**src/rtl/pipe_hazard_ctrl.sv**
```systemverilog
// rtl/pipe_hazard_ctrl.sv - stall/flush/forward controller for the 5-stage ASIP pipeline
module pipe_hazard_ctrl #(
  parameter int REG_AW = 4,
  parameter int PC_REG = 15,
  parameter int MC_LAT = 4,
  parameter int CNT_W  = 16
) (
  input  logic              clk,
  input  logic              rst,
  input  logic [REG_AW-1:0] RA1D,
  input  logic [REG_AW-1:0] RA2D,
  input  logic [REG_AW-1:0] RA1E,
  input  logic [REG_AW-1:0] RA2E,
  input  logic [REG_AW-1:0] WA3E,
  input  logic [REG_AW-1:0] WA3M,
  input  logic [REG_AW-1:0] WA3W,
  input  logic              RegWriteE,
  input  logic              RegWriteM,
  input  logic              RegWriteW,
  input  logic              MemtoRegE,
  input  logic              BranchTakenE,
  input  logic              MultiE,
  input  logic              MemReqM,
  input  logic              MemAckM,
  output logic              StallF,
  output logic              StallD,
  output logic              StallE,
  output logic              StallM,
  output logic              FlushD,
  output logic              FlushE,
  output logic              FlushM,
  output logic              FlushW,
  output logic [1:0]        ForwardAE,
  output logic [1:0]        ForwardBE,
  output logic              Busy,
  output logic [CNT_W-1:0]  StallCnt
);

  typedef enum logic {RUN, MC_BUSY} state_t;

  localparam logic [REG_AW-1:0] PC_IDX  = REG_AW'(PC_REG);
  localparam logic [3:0]        MC_INIT = 4'(MC_LAT - 2);

  state_t            state_q, state_d;
  logic [3:0]        cnt_q, cnt_d;
  logic [CNT_W-1:0]  stall_cnt_q, stall_cnt_d;

  logic       mem_wait, ld_use, mc_stall;
  logic [1:0] fwd_a, fwd_b;

  assign mem_wait = MemReqM & ~MemAckM;
  assign ld_use   = MemtoRegE & RegWriteE & ((WA3E == RA1D) | (WA3E == RA2D));
  assign mc_stall = ((state_q == RUN) & MultiE) | ((state_q == MC_BUSY) & (cnt_q != 4'd0));

  // M result wins over W; the PC is never forwarded
  assign fwd_a = (RegWriteM && WA3M == RA1E && RA1E != PC_IDX) ? 2'b10 :
                 (RegWriteW && WA3W == RA1E && RA1E != PC_IDX) ? 2'b01 : 2'b00;
  assign fwd_b = (RegWriteM && WA3M == RA2E && RA2E != PC_IDX) ? 2'b10 :
                 (RegWriteW && WA3W == RA2E && RA2E != PC_IDX) ? 2'b01 : 2'b00;

  always_comb begin
    state_d   = state_q;
    cnt_d     = cnt_q;
    StallF    = 1'b0;
    StallD    = 1'b0;
    StallE    = 1'b0;
    StallM    = 1'b0;
    FlushD    = 1'b0;
    FlushE    = 1'b0;
    FlushM    = 1'b0;
    FlushW    = 1'b0;
    ForwardAE = fwd_a;
    ForwardBE = fwd_b;
    Busy      = (state_q == MC_BUSY);

    if (mem_wait) begin
      StallF = 1'b1;
      StallD = 1'b1;
      StallE = 1'b1;
      StallM = 1'b1;
      FlushW = 1'b1;
    end else if (mc_stall) begin
      StallF = 1'b1;
      StallD = 1'b1;
      StallE = 1'b1;
      FlushM = 1'b1;
      if (state_q == RUN) begin
        cnt_d   = MC_INIT;
        state_d = MC_BUSY;
      end else begin
        cnt_d = cnt_q - 4'd1;
      end
    end else begin
      // MC_BUSY with cnt==0 is the release cycle; branch/load-use still apply
      if (state_q == MC_BUSY) state_d = RUN;
      if (BranchTakenE) begin
        FlushD = 1'b1;
        FlushE = 1'b1;
      end else if (ld_use) begin
        StallF = 1'b1;
        StallD = 1'b1;
        FlushE = 1'b1;
      end
    end

    // pipeline inputs may still be live during reset; keep the controls quiet
    if (!rst) begin
      StallF    = 1'b0;
      StallD    = 1'b0;
      StallE    = 1'b0;
      StallM    = 1'b0;
      FlushD    = 1'b0;
      FlushE    = 1'b0;
      FlushM    = 1'b0;
      FlushW    = 1'b0;
      ForwardAE = 2'b00;
      ForwardBE = 2'b00;
      Busy      = 1'b0;
    end
  end

  assign stall_cnt_d = (StallF && (stall_cnt_q != {CNT_W{1'b1}})) ?
                       stall_cnt_q + CNT_W'(1) : stall_cnt_q;
  assign StallCnt    = stall_cnt_q;

  always_ff @(posedge clk or negedge rst) begin
    if (!rst) begin
      state_q     <= RUN;
      cnt_q       <= 4'd0;
      stall_cnt_q <= '0;
    end else begin
      state_q     <= state_d;
      cnt_q       <= cnt_d;
      stall_cnt_q <= stall_cnt_d;
    end
  end

endmodule

```
**config.mk**
```make
export PLATFORM = sky130hd
export DESIGN_NAME = pipe_hazard_ctrl
export DESIGN_NICKNAME = d
export VERILOG_FILES = /design/src/rtl/pipe_hazard_ctrl.sv
export SDC_FILE = /design/constraint.sdc
export NUM_CORES = 1
export LEC_CHECK = 0
export BUFFER_PORTS_ARGS = -buffer_cell sky130_fd_sc_hd__buf_2
export CAP_MARGIN = 25
export CORE_ASPECT_RATIO = 0.8
export CORE_UTILIZATION = 30
export DETAILED_ROUTE_END_ITERATION = 8
export PLACE_DENSITY_LB_ADDON = 0.3
export RECOVER_POWER = 100
export SYNTH_ARGS = -nofsm -noshare
export SYNTH_HDL_FRONTEND = slang
export SYNTH_SLANG_ARGS = --single-unit
```
**constraint.sdc**
```tcl
create_clock -name clk -period 4.75 [get_ports clk]
set_input_delay 0.7125 -clock clk [delete_from_list [all_inputs] [get_ports clk]]
set_output_delay 0.7125 -clock clk [all_outputs]
set_load 0.02 [all_outputs]
```
== Yosys cells after proc, flatten, opt, wreduce, memory -nomap -nowiden ==
Index checks and enable logic that the tools add are counted.
W data, S select, Z words.

* Bits in registers: 21
* Latch bits: 0
* Memory bits (writable): 0
* Bits in read-only memories: 0
* Input port bits: 38
* Output and inout bits: 29
* Memories: 0

* Add/subtract/negate cells: 2
* $mul: 0
* Div/mod/pow operators: 0
* $lt $le $gt $ge: 0
* Equality and inequality tests: 9
* Shifts and indexed selects: 0
* Mux-type cells: 28
* Bitwise logic cells: 10
* Reduce and logical (&&, ||, !) cells: 11

{| class="wikitable"
|+ Operators with widths
! operator !! number
|-
| $eq A4 B4 Y1 || 6
|-
| $mux W1 || 23
|-
| $add A16 B1 Y16 const B || 1
|-
| $ne A16 B16 Y1 const B || 1
|-
| $logic_and A1 B1 Y1 || 9
|-
| $mux W2 || 4
|-
| $ne A4 B4 Y1 const B || 2
|-
| $and A1 B1 Y1 || 5
|-
| $mux W4 || 1
|-
| $reduce_bool A4 Y1 || 1
|-
| $sub A4 B1 Y4 const B || 1
|-
| $not A1 Y1 || 3
|-
| $or A1 B1 Y1 || 2
|-
| $reduce_and A2 Y1 || 1
|}

== Logic depth before layout (Yosys ltp) ==
Gate-level depths: netlist (run 1).

* Depth after elaboration: 9
* Depth in mapped cells: 7
* Gate-level depth less buffers: 7

== Worst setup path after synthesis (run 1) ==
Ideal clock, no wire load.

* Kind: input -> output
* From: input port MemReqM
* To: output port StallF
* Data arrival time: 1.853 ns
* Required time: 4.038 ns
* Path slack: 2.184 ns
* Stages: 5
* Cell sequence: nor2b_1 clkbuf_1 o21a_1 or2_2 buf_4

* Cells in the longest elaborated chain, start to end: 3

{| class="wikitable"
|+ RTL lines
! item !! line !! text
|-
| from (decl) || 23 || <nowiki>input logic MemReqM,</nowiki>
|-
| $and A1 B1 Y1 || 51 || <nowiki>assign mem_wait = MemReqM & ~MemAckM;</nowiki>
|-
| $mux W1 (2 in a row) || - ||
|-
| to (decl) || 25 || <nowiki>output logic StallF,</nowiki>
|}

Every way passes these cells.

== Worst setup path after layout (run 1) ==
* From: input port rst
* To: output port StallF

* Cells in the longest elaborated chain, start to end: 1

{| class="wikitable"
|+ RTL lines
! item !! line !! text
|-
| from (decl) || 9 || <nowiki>input logic rst,</nowiki>
|-
| $mux W1 || 107 || <nowiki>if (!rst) begin</nowiki>
|}

Every way passes these cells.

==> results of run 1 <==
-- kinds of logic (layout without fill, tap and decap cells) --
| family | count (synthesis) | in the layout |
|---|---|---|
| buf+inv | 13 | 78 |
| flops | 21 | 21 |
| simple gates | 60 | 60 |
| mux | 3 | 3 |
| xor+xnor | 33 | 33 |
| compound gates | 35 | 35 |
| fa+ha+maj | 2 | 2 |
-- through the flow --
stage               total power [W]  instance area (um^2)  hold WS, ns  util (%)
finish                     0.000692                  1940        0.489      38.7
global route               0.000751                  1940        0.528      38.7
CTS                        0.000715                  1980        0.487      39.6
detailed placement         0.000593                  1940        0.473      38.7
global placement           0.000589                  1940        0.471      38.7
floorplan                  0.000485                  1560        0.417         -
-- state kept, by name, indices dropped and copies added, names as in the netlist --
register and cells:
StallCnt 16, cnt_q 4, state_q 1
-- how the worst min path moves through the flow --
stage	start	endpoint	slack [ns]	cells after the start
global route	StallCnt[10]$_DFFE_PN0P_	StallCnt[10]$_DFFE_PN0P_	0.53	1
CTS	rst	StallCnt[5]$_DFFE_PN0P_	0.49	1
global placement	StallCnt[10]$_DFFE_PN0P_	StallCnt[10]$_DFFE_PN0P_	0.47	1
detailed placement	StallCnt[10]$_DFFE_PN0P_	StallCnt[10]$_DFFE_PN0P_	0.47	1
finish	StallCnt[10]$_DFFE_PN0P_	StallCnt[10]$_DFFE_PN0P_	0.49	1
floorplan	rst	StallCnt[0]$_DFFE_PN0P_	0.42	0
-- routing by layer --
| metal | part of all wire (%) | track usage, % | up-vias |
|---|---|---|---|
| met5 | 0 | 0 | - |
| met4 | 0.69 | 2.59 | 0 |
| met3 | 5.4 | 3.45 | 4 |
| met2 | 44 | 21.4 | 35 |
| met1 | 50 | 22.3 | 633 |
| li1 | - | - | 733 |
-- report_power, final --
part / internal (W) / switching (W)
sequential: 0.000228 / 0.0000613
combinational: 0.000107 / 0.000175
clock: 0.0000593 / 0.0000618
total: 0.000394 / 0.000298
-- layout make-up --
class,instances,share of cell area [%]
Tap cell,62,4.01
Sequential cell,21,27.1
Multi-Input combinational cell,133,49.5
Clock buffer,3,2.13
Clock inverter,1,0.388
Inverter,8,1.55
Timing Repair Buffer,66,15.3
-- worst max-delay path, cell delays in order --
cell	delay (ns)
clkbuf_1	1.10
nand4b_1	0.17
inv_1	0.18
o21a_1	0.18
or2_2	0.13
clkbuf_1	0.22
-- layout by cell type (no fill, tap or decap), types with 4 or more instances in the layout --
cell type | Yosys | routed
o21ai_0 | 4 | 6
xnor2_1 | 10 | 10
buf_2 | 1 | 39
o2111ai_1 | 4 | 4
dfrtp_1 | 21 | 21
clkbuf_1 | 2 | 27
nor2_1 | 11 | 11
and4_1 | 4 | 4
xor2_1 | 23 | 23
nand4_1 | 4 | 4
nand3_1 | 10 | 10
inv_1 | 8 | 8
nand2_1 | 8 | 8
a21oi_1 | 10 | 10
-- cells in the mapped netlist (2+ instances only) --
cell and n:
a21boi_1 3, a21oi_1 10, a31oi_1 2, and2_1 6
and3_1 2, and4_1 4, buf_4 2, clkbuf_1 2
dfrtp_1 21, ha_1 2, inv_1 8, mux2_1 2
nand2_1 8, nand2b_1 2, nand3_1 10, nand4_1 4
nor2_1 11, nor3_1 2, nor4_4 2, o2111ai_1 4
o211ai_2 2, o21a_1 3, o21ai_0 4, o21ai_1 2
xnor2_1 10, xor2_1 23
==> results.yml, run 1 <==
placement:
  hpwl_um: 3030
  place_ws_ns: 1.98
  gp_congestion: 0.857
  portBuffers: 66
  dp_cells: 290
synthesis:
  synth_adder_area_share_pct: 1.61
  synthSimpleGateAreaFrac_pct: 24.1
  synthDistinctLibCells: 42
  synth_compound_area_share_pct: 16.2
  synthMuxAreaShare_pct: 2.09
  ys_top_cells_by_area: "dfrtp_1, xor2_1, xnor2_1"
  syn_area_um2: 1560
  synthFlopType: "dfrtp_1"
  synth_cells: 167
  synth_top_area_share_pct: 33.8
  syn_area_per_cell_um2: 9.31
  yosys_warnings: 0
  syn-num-nets: 207
  synth-edff-count: 0
  synth_seq_area_share_pct: 33.8
  async_reset_ff_share_pct: 100
  yosys.area.top_type: "dfrtp_1"
  synth_top_family_by_area: "simple AND/OR/NAND/NOR gates"
  ys_ff_latch: 21
  synthXorXnorAreaFrac_pct: 18.6
outcome:
  status: "finished, violations left"
  violations: "capacitance limit, slew limit"
clock_tree:
  numCtsBuffers: 3
  cts_max_level: 1
  clock-sinks: 21
  cts_setup_buffers: 0
  cts_tree: "done"
  clock_latency_ns: 0.26
  ctsLongestPathBuffers: 2
  clk_pin_slew_ns: 0.08
  postCtsHoldBufs: 0
  post_cts_resized: 0
  root_buffer: "clkbuf_8"
worst_setup_path:
  r2r-start: "cnt_q[0]$_DFFE_PN0P_"
  crit_fanout: 34
  crit_type: "in2out"
  cp.arrival_ns: 2.71
  r2r_cells: 7
  end_kind: "output pin"
  cp_data_required_time_ns: 4.04
  startpoint_type: "input pin"
  cp-endpoint: "StallF"
  r2r-end: "StallCnt[11]$_DFFE_PN0P_"
  cp-startpoint: "rst"
  rrSetupSlack_ns: 2.68
routing:
  routed_via_density: 4.78
  vias: 1405
  final_antenna_net_count: 0
  routed_wl_um: 3790
  wire_per_inst_um: 12.9
  drt_first_pass_iters: 4
  drc: 0
  drt_iter0_drc: 96
global_route:
  grt-ovfl-total: 0
  antenna_found_initial: 0
  grt_pass1_wl_um: 6130
  grt_pass1_vias: 1258
  grt_max_degree: 35
  track_usage_pct: 14.8
run:
  drv_cap: 1
finish:
  layout.cells.non_filler: 294
  ff_latch_area_um2: 526
  multi_input_area_um2: 957
  diodes: 0
  fill_cells: 539
  synthToLayoutAreaGrowth_pct: 24.5
  drive_above_1_share_pct: 21.1
  final_nets: 273
sta:
  slew_headroom_pct: -3.76
  worstMarginPinSlew_ns: 1.56
  rsz0062_at_grt: "false"
  fin_worst_skew_ns: 0.00296
  max_freq_ghz: 0.292
  finalCritPeriodShare_pct: 72.2
  finalCriticalPeriod_ns: 3.43
  hold_viol_final: 0
  setup_slack_ns: 1.32
  final-setup-viol-count: 0
  finalSetupTns_ns: 0
  slew_violations: 35
die:
  core_area_um2: 5010
  rows: 23
  ios: 67
  initial_core_util_pct: 31.1
  die_h_um: 66.4
  die_w_um: 82.5
  dieArea_um2: 5480
power_and_ir_drop:
  peakVddDrop_mv: 0.181
  power_leakage_nw: 0.910
  powerDensity_nw_per_um2: 358
worst_hold_path:
  hold_class: "reg2reg"
Power figures use the tool's default switching activity.
==> inputs of run 2 (changes only) <==
clock period = 3.1 ns   (was 4.75 ns; I/O delays follow)
==> results.yml, run 2 (synthesis gave the netlist of run 1 again) <==
outcome:
  status: "complete, no violations"
worst_hold_path:
  hold_class: "in2async"
finish:
  largest_reg_flops: 16
  layout_common_cells: "buf_2, clkbuf_1, xor2_1"
  diodes: 0
  drive_above_1_share_pct: 21.0
  fill_cells: 552
  final_nets: 274
  mostFrequentLayoutCell: "buf_2"
  synthToLayoutAreaGrowth_pct: 24.7
  layout.cells.non_filler: 295
die:
  rows: 23
  dieArea_um2: 5480
  ios: 67
  die_w_um: 82.5
  initial_core_util_pct: 31.1
  die_h_um: 66.4
  core_area_um2: 5010
routing:
  routed_via_density: 4.85
  drc: 0
  wire_per_inst_um: 13.2
  vias: 1430
  drt_iter0_drc: 58
  drt_first_pass_iters: 4
  routed_wl_um: 3900
  final_antenna_net_count: 0
sta:
  slew_violations: 0
  finalCriticalPeriod_ns: 2.54
  fin_worst_skew_ns: 0.00224
  finalSetupTns_ns: 0
  rsz0062_at_grt: "false"
  max_freq_ghz: 0.393
  hold_viol_final: 0
  final-setup-viol-count: 0
  finalCritPeriodShare_pct: 82.1
  slew_headroom_pct: 51.3
  worstMarginPinSlew_ns: 0.724
clock_tree:
  post_cts_resized: 0
  numCtsBuffers: 3
  clock_latency_ns: 0.26
  clock-sinks: 21
  clk_pin_slew_ns: 0.08
  ctsLongestPathBuffers: 2
  root_buffer: "clkbuf_8"
  cts_tree: "done"
  postCtsHoldBufs: 0
  cts_max_level: 1
  cts_setup_buffers: 0
placement:
  gp_congestion: 0.870
  hpwl_um: 3180
  dp_cells: 291
  portBuffers: 66
global_route:
  grt_pass1_wl_um: 6330
  antenna_found_initial: 0
  grt_max_degree: 26
  grt_pass1_vias: 1333
  track_usage_pct: 15.3
  grt-ovfl-total: 0
worst_setup_path:
  crit_path_cell_trace: "inv_1 -> ha_1 -> and4bb_1 -> nor3_1 -> and2_0 -> buf_2"
  end_kind: "output pin"
  crit_fanout: 8
  cp_data_required_time_ns: 2.63
  cp_slowest_cell: "nor3_1"
  crit_path_max_incr_delay_ns: 0.57
  crit_type: "reg2out"
  startpoint_type: "flip-flop"
  cp.arrival_ns: 2.08
power_and_ir_drop:
  netSwitchingFraction_pct: 43.1
  power_leakage_nw: 0.911
  clkPwrFrac_pct: 17.1
  internal-power_w: 0.000603
  peakVddDrop_mv: 0.395
  combinationalPowerShare_pct: 40.9
  power.switching_w: 0.000457
  powerDensity_nw_per_um2: 546
  seqPwrFrac_pct: 42.0
run:
  drv_cap: 0
==> run 2: stage by stage <==
| step | hold slack (ns) | setup WS, ns | area [um^2] | total power, W | utilization, % |
|---|---|---|---|---|---|
| finish | 0.127 | 0.556 | 1940 | 0.00106 | 38.7 |
| global route | 0.164 | 0.378 | 1940 | 0.00115 | 38.7 |
| CTS | 0.0418 | 0.634 | 1990 | 0.00110 | 39.7 |
| detailed placement | 0.331 | 0.911 | 1940 | 0.000911 | 38.8 |
| global placement | 0.332 | 0.950 | 1940 | 0.000903 | 38.8 |
| floorplan | 0.169 | 0.868 | 1560 | 0.000743 | - |
==> run 2: area by class of cell <==
class | count | area, um^2 | share of cell area, %
inverters | 8 | 30.0 | 1.55
clock inverters | 1 | 5.00 | 0.258
clock buffers | 3 | 41.3 | 2.13
flip-flops and latches | 21 | 526 | 27.1
multi-input cells | 133 | 957 | 49.4
repair buffers | 67 | 303 | 15.6
well taps | 62 | 77.6 | 4.00
==> run 2: path summary, 6_finish.rpt <==
| path | to | startpoint | slack, ns | cells past startpoint |
|---|---|---|---|---|
| setup / recovery | FlushM | cnt_q[0]$_DFFE_PN0P_ | 0.56 | 6 |
| hold / removal | StallCnt[12]$_DFFE_PN0P_ | rst | 0.13 | 1 |
| setup reg to reg | StallCnt[1]$_DFFE_PN0P_ | cnt_q[0]$_DFFE_PN0P_ | 1.07 | 7 |
| hold reg to reg | StallCnt[10]$_DFFE_PN0P_ | StallCnt[10]$_DFFE_PN0P_ | 0.49 | 1 |
| max in group asynchronous | cnt_q[1]$_DFFE_PN0P_ | rst | 2.32 | 2 |
| min in group clk | StallCnt[10]$_DFFE_PN0P_ | StallCnt[10]$_DFFE_PN0P_ | 0.49 | 1 |
==> run 2: critical path, delay by kind of cell (launching register included) <==
kind / cells / cell delay [ns]
DFF: 1 / 0.37
buffers and inverters: 2 / 0.24
adders and majority gates: 1 / 0.21
and+or+nand+nor: 3 / 1.00
==> run 2: power groups by stage <==
stage                     Combinational, W  Clock (W)  Sequential, W
after global placement            0.000457          0       0.000445
final                             0.000434   0.000181       0.000445
after CTS                         0.000464   0.000189       0.000444
after global routing              0.000491   0.000195       0.000461
after detailed placement          0.000462          0       0.000449
after floorplan                   0.000255          0       0.000488
==> run 2: layer usage <==
layer,vias to the layer above,part of all wire (%),global-route usage [%]
met5,-,0,0
met4,0,1.1,3.02
met3,7,7.1,4.00
met2,37,44,23.6
met1,657,48,21.4
li1,729,-,-
